<file path="src/rtl/pc_fetch_unit_if.sv">
// Control inputs and status outputs of the program-counter / fetch stage.
// No latency of its own; it only bundles the signals.
// No backpressure: stall is the only hold mechanism and is sampled every cycle.
interface pc_fetch_unit_if #(
    parameter int PC_WIDTH  = 5,
    parameter int CNT_WIDTH = 16
);
    logic                 start;
    logic                 stall;
    logic                 halt_req;
    logic                 jump_en;
    logic [PC_WIDTH-1:0]  jump_target;
    logic                 branch_en;
    logic [15:0]          branch_off;
    logic [PC_WIDTH-1:0]  direinstru;
    logic [PC_WIDTH-1:0]  pc_plus1;
    logic                 running;
    logic                 halted;
    logic                 wrapped;
    logic [CNT_WIDTH-1:0] retired;

    // Sequencer / bench side: drives control, observes status.
    modport master (
        output start, stall, halt_req, jump_en, jump_target, branch_en, branch_off,
        input  direinstru, pc_plus1, running, halted, wrapped, retired
    );

    // Fetch unit side.
    modport slave (
        input  start, stall, halt_req, jump_en, jump_target, branch_en, branch_off,
        output direinstru, pc_plus1, running, halted, wrapped, retired
    );
endinterface

</file>
<file path="src/rtl/pc_fetch_unit.sv">
// Program counter and fetch sequencer feeding a combinational instruction memory.
// Latency: controls sampled at edge N take effect on direinstru right after edge N.
// Backpressure: stall holds the address and the retired count for that cycle.
module pc_fetch_unit #(
    parameter int                  PC_WIDTH  = 5,
    parameter int                  CNT_WIDTH = 16,
    parameter logic [PC_WIDTH-1:0] RESET_PC  = '0
) (
    input logic            clk,
    input logic            reset,
    pc_fetch_unit_if.slave bus
);

    typedef enum logic [1:0] {
        ST_IDLE = 2'd0,
        ST_RUN  = 2'd1,
        ST_HALT = 2'd2
    } state_t;

    state_t               state_q, state_d;
    logic [PC_WIDTH-1:0]  pc_q, pc_d;
    logic [PC_WIDTH-1:0]  pc_inc;
    logic [PC_WIDTH-1:0]  br_tgt;
    logic [CNT_WIDTH-1:0] ret_q, ret_d;
    logic [CNT_WIDTH-1:0] ret_inc;
    logic                 wrap_q, wrap_d;

    // Only the low offset bits matter: the sum wraps modulo the address space.
    assign pc_inc  = pc_q + PC_WIDTH'(1);
    assign br_tgt  = pc_inc + bus.branch_off[PC_WIDTH-1:0];
    assign ret_inc = (&ret_q) ? ret_q : ret_q + CNT_WIDTH'(1);

    // State, address, counter and wrap flag registers; reset needs no clock.
    always_ff @(posedge clk or negedge reset) begin
        if (!reset) begin
            state_q <= ST_IDLE;
            pc_q    <= RESET_PC;
            ret_q   <= '0;
            wrap_q  <= 1'b0;
        end else begin
            state_q <= state_d;
            pc_q    <= pc_d;
            ret_q   <= ret_d;
            wrap_q  <= wrap_d;
        end
    end

    // Next-state selection: one action per RUN cycle, halt > jump > branch > stall > sequential.
    always_comb begin
        state_d = state_q;
        pc_d    = pc_q;
        ret_d   = ret_q;
        wrap_d  = wrap_q;
        case (state_q)
            ST_IDLE: begin
                if (bus.start) begin
                    state_d = ST_RUN;
                end
            end
            ST_RUN: begin
                if (bus.halt_req) begin
                    state_d = ST_HALT;
                    ret_d   = ret_inc;
                end else if (bus.jump_en) begin
                    pc_d  = bus.jump_target;
                    ret_d = ret_inc;
                end else if (bus.branch_en) begin
                    pc_d  = br_tgt;
                    ret_d = ret_inc;
                end else if (bus.stall) begin
                    pc_d = pc_q;
                end else begin
                    pc_d  = pc_inc;
                    ret_d = ret_inc;
                    if (&pc_q) begin
                        wrap_d = 1'b1;
                    end
                end
            end
            ST_HALT: begin
                if (bus.start) begin
                    state_d = ST_RUN;
                    pc_d    = RESET_PC;
                    ret_d   = '0;
                    wrap_d  = 1'b0;
                end
            end
            default: begin
                state_d = ST_IDLE;
                pc_d    = RESET_PC;
            end
        endcase
    end

    assign bus.direinstru = pc_q;
    assign bus.pc_plus1   = pc_inc;
    assign bus.running    = (state_q == ST_RUN);
    assign bus.halted     = (state_q == ST_HALT);
    assign bus.wrapped    = wrap_q;
    assign bus.retired    = ret_q;

endmodule
</file>
<file path="src/flat_wrapper.sv">
// flat-port wrapper written by rule: the top's interface ports become plain ports
module pc_fetch_unit_flat 
#(
    parameter int                  PC_WIDTH  = 5,
    parameter int                  CNT_WIDTH = 16,
    parameter logic [PC_WIDTH-1:0] RESET_PC  = '0
)
  (clk, reset, bus_start, bus_stall, bus_halt_req, bus_jump_en, bus_jump_target, bus_branch_en, bus_branch_off, bus_direinstru, bus_pc_plus1, bus_running, bus_halted, bus_wrapped, bus_retired);
  pc_fetch_unit_if #(.PC_WIDTH(PC_WIDTH), .CNT_WIDTH(CNT_WIDTH)) bus_i ();
  input logic clk;
  input logic reset;
  input wire logic [$bits(bus_i.start)-1:0] bus_start;
  input wire logic [$bits(bus_i.stall)-1:0] bus_stall;
  input wire logic [$bits(bus_i.halt_req)-1:0] bus_halt_req;
  input wire logic [$bits(bus_i.jump_en)-1:0] bus_jump_en;
  input wire logic [$bits(bus_i.jump_target)-1:0] bus_jump_target;
  input wire logic [$bits(bus_i.branch_en)-1:0] bus_branch_en;
  input wire logic [$bits(bus_i.branch_off)-1:0] bus_branch_off;
  output wire logic [$bits(bus_i.direinstru)-1:0] bus_direinstru;
  output wire logic [$bits(bus_i.pc_plus1)-1:0] bus_pc_plus1;
  output wire logic [$bits(bus_i.running)-1:0] bus_running;
  output wire logic [$bits(bus_i.halted)-1:0] bus_halted;
  output wire logic [$bits(bus_i.wrapped)-1:0] bus_wrapped;
  output wire logic [$bits(bus_i.retired)-1:0] bus_retired;
  assign bus_i.start = bus_start;
  assign bus_i.stall = bus_stall;
  assign bus_i.halt_req = bus_halt_req;
  assign bus_i.jump_en = bus_jump_en;
  assign bus_i.jump_target = bus_jump_target;
  assign bus_i.branch_en = bus_branch_en;
  assign bus_i.branch_off = bus_branch_off;
  assign bus_direinstru = bus_i.direinstru;
  assign bus_pc_plus1 = bus_i.pc_plus1;
  assign bus_running = bus_i.running;
  assign bus_halted = bus_i.halted;
  assign bus_wrapped = bus_i.wrapped;
  assign bus_retired = bus_i.retired;
  pc_fetch_unit #(.PC_WIDTH(PC_WIDTH), .CNT_WIDTH(CNT_WIDTH), .RESET_PC(RESET_PC)) u_core (.clk(clk), .reset(reset), .bus(bus_i));
endmodule
</file>
<file path="config.mk">
export PLATFORM = sky130hd
export DESIGN_NAME = pc_fetch_unit_flat
export DESIGN_NICKNAME = d
export VERILOG_FILES = /design/src/rtl/pc_fetch_unit_if.sv /design/src/rtl/pc_fetch_unit.sv /design/src/flat_wrapper.sv
export SDC_FILE = /design/constraint.sdc
export NUM_CORES = 1
export LEC_CHECK = 0
export BUFFER_PORTS_ARGS = -buffer_cell sky130_fd_sc_hd__buf_2
export CAP_MARGIN = 30
export CELL_PAD_IN_SITES_DETAIL_PLACEMENT = 0
export CELL_PAD_IN_SITES_GLOBAL_PLACEMENT = 1
export CORE_MARGIN = 5
export CORE_UTILIZATION = 40
export DETAILED_ROUTE_END_ITERATION = 6
export PLACE_DENSITY = 0.83
export SLEW_MARGIN = 20
export SYNTH_ARGS = -nofsm -noshare
export SYNTH_HDL_FRONTEND = slang
export SYNTH_SLANG_ARGS = --single-unit
</file>
<file path="constraint.sdc">
create_clock -name clk -period 6.2 [get_ports clk]
set_clock_uncertainty 0.15 [all_clocks]
set_input_delay 1.24 -clock clk [delete_from_list [all_inputs] [get_ports clk]]
set_output_delay 1.24 -clock clk [all_outputs]
set_load 0.1 [all_outputs]
</file>
==> impl_metrics.tcl <==
set metrics [dict create \
    clock-root-buffer "sky130_fd_sc_hd__clkbuf_8" \
    row_count 24 \
    postCtsSetupBuffers 0 \
    grt_start_max_net_pins 31 \
    crit_path_max_fanout 6 \
    grt_pass1_vias 1483 \
    gr-usage-all-layers_pct 14.6 \
    yosysMostFrequentCell "sky130_fd_sc_hd__dfrtp_1" \
    die_y_microns 76.2 \
    globalRoute.busiestLayer "met2" \
    synth.yosys.seq_area_share_pct 34.3 \
    groute.layer.met2.usage_pct 21.5 \
    initial_antenna_violation_count 0 \
    post_syn_nets 235 \
    cts_tree "done" \
    first_pass_grt_wire_length_mm 7.22 \
    tritoncts.num_buffers 3 \
    drt_first_iter_violations 83 \
    dp_cells 286 \
    met1_usage_pct 21.0 \
    post_synth_edffs 0 \
    route.detailed.vias_per_inst 5.56 \
    core_region_area_sq_um 4290 \
    die_area_sq_um 5800 \
    drc_errors 0 \
    crit_chain "ha_1 > and3_1 > ha_1 > buf_2" \
    worst_setup_hold_path_clk_slew_ns 0.08 \
    portBuffers 45 \
    status "completed" \
    library_cell_with_the_largest_summed_area_after_synthesis "sky130_fd_sc_hd__dfrtp_1" \
    syn_area_per_cell_sq_um 8.93 \
    gpl.final_weighted_congestion 0.756 \
    globalRouteOverflowTotal 0 \
    synth-main-ff-cell "sky130_fd_sc_hd__dfrtp_1" \
    critical_path_class "flop to primary output" \
    initial_utilization_pct 40.8 \
    min_period_over_period_pct 53.0 \
    detailedRoute.firstPassIterationCount 4 \
    number_of_buffers_on_the_longest_clock_path 2 \
    routed_wire_length_per_instance_microns 14.6 \
    min-delay-path-class "flop to flop" \
    critPathMaxStageDelay_ns 0.45 \
    final_hold_fails 0 \
    number_of_routed_nets_with_antenna_violations 0 \
    rsz0062_at_grt "no" \
    clock_insertion_delay_worst_skew_ns 0.27 \
    setup_violations 0 \
    timing_max_transition_violations_final 0 \
    cp.arrival_ns 1.90 \
    worstMarginPinSlew_ns 0.581 \
    cell_area_synth_sq_um 1750 \
    depth_of_the_cts_h_tree 1 \
    use_met3_pct 2.72 \
    critical_path_buf_inv_count 1 \
    drt_wl_total_mm 4.23 \
    area.growth.synth_to_final_pct 16.9 \
    setup-tns-final_ns 0 \
    crit_required_ns 4.81 \
    final_layout_size_suffix_gt1_share_pct 23.5 \
    netlist_instances 196 \
    ys_seq_elements 24 \
    finalWorstPathRequiredPeriod_ns 3.29 \
    floorplan.die.width_microns 76.2 \
    post_synth_main_area_contributors "sky130_fd_sc_hd__dfrtp_1 34%, sky130_fd_sc_hd__ha_1 7.1%, sky130_fd_sc_hd__nand2_1 4.3%" \
    synth_top_cells_by_count "24 x sky130_fd_sc_hd__dfrtp_1, 20 x sky130_fd_sc_hd__nand2_1, 13 x sky130_fd_sc_hd__a21oi_1, 12 x sky130_fd_sc_hd__inv_1, 12 x sky130_fd_sc_hd__nor2_1" \
    endpoint_kind "primary output" \
    num_vias 1612 \
    drv_cap 0 \
    cp_slowest_cell "sky130_fd_sc_hd__dfrtp_1" \
    max_freq_ghz 0.304 \
    yosysTopAreaCellShare_pct 34.3 \
    dp.final_hpwl_mm 3.18 \
    layout.nets 279 \
    diodes 0 \
    instances_no_fill 290 \
    worst_path_most_repeated_cell "sky130_fd_sc_hd__ha_1" \
    ys_async_sr_fraction_pct 100 \
    cts-resized-gates 0 \
    cp-start-kind "flop" \
    cts-hold-fix-buffers 0 \
    pin_count 57 \
    clock-sinks 24 \
    ys_warn_count 0 \
    timing.max_slew.rel_slack_pct 61.1 \
    worst_path_dominant_cell_family "adder cells" \
    synth.distinct_cells 53 \
]
==> through the flow <==
step           setup slack [ns]  hold slack [ns]  cell area [sq um]  utilization (%)
3_3_place_gp               2.99            0.335               1990             46.3
5_1_grt                    2.85            0.359               2050             47.6
2_1_floorplan              1.79            0.369               1750                -
6_report                   2.91            0.356               2050             47.6
3_5_place_dp               2.95            0.322               1990             46.3
4_1_cts                    2.63            0.354               2030             47.3
==> placed cells by master (no fill, tap or decap), drive strengths merged, types with 4 or more instances in the layout <==
master,instances
dfrtp,24
nand2,20
nand3,9
nor3,6
ha,10
buf,46
xor2,4
nand4,5
inv,12
a21oi,13
nor2,12
nand2b,6
nor2b,6
==> cells by family after synthesis <==
kind of cell,share of synthesized area [%]
fa+ha+maj,8.29
simple gates,26.4
compound gates,20.5
xor+xnor,2.50
buf+inv,5.50
flops,34.3
mux,2.43
==> state kept, by name, indices dropped and copies added, names as in the netlist <==
name,cells
u_core.state_q,2
u_core.bus.retired,16
u_core.bus.wrapped,1
u_core.bus.direinstru,5
==> layout make-up <==
class	instances	area, sq um
inverter	12	45.0
fill	437	2250
sequential	24	601
clock buffer	3	41.3
tap	52	65.1
timing repair buffer	46	240
multi-input combinational	153	1050
==> per-layer routing <==
layer  up-vias  routed length [microns]
met3         4                      135
met5         -                        0
li1        822                        -
met1       762                     2130
met4         0                       63
met2        24                     1910
==> final timing paths <==
kind	startpoint	to	cells past startpoint	slack, ns
hold / removal	u_core.bus.wrapped$_DFFE_PN0P_	u_core.bus.wrapped$_DFFE_PN0P_	1	0.36
min in group asynchronous	reset	u_core.bus.retired[11]$_DFFE_PN0P_	1	0.80
max in group asynchronous	reset	u_core.state_q[0]$_DFFE_PN0P_	1	4.73
hold reg to reg	u_core.bus.wrapped$_DFFE_PN0P_	u_core.bus.wrapped$_DFFE_PN0P_	1	0.36
setup reg to reg	u_core.bus.direinstru[0]$_DFFE_PN0P_	u_core.bus.direinstru[4]$_DFFE_PN0P_	8	3.65
setup / recovery	u_core.bus.direinstru[0]$_DFFE_PN0P_	bus_pc_plus1[4]	4	2.91
Power is not shown: default switching activity piles up to over one toggle a cycle in this logic, so the estimate is an artifact.
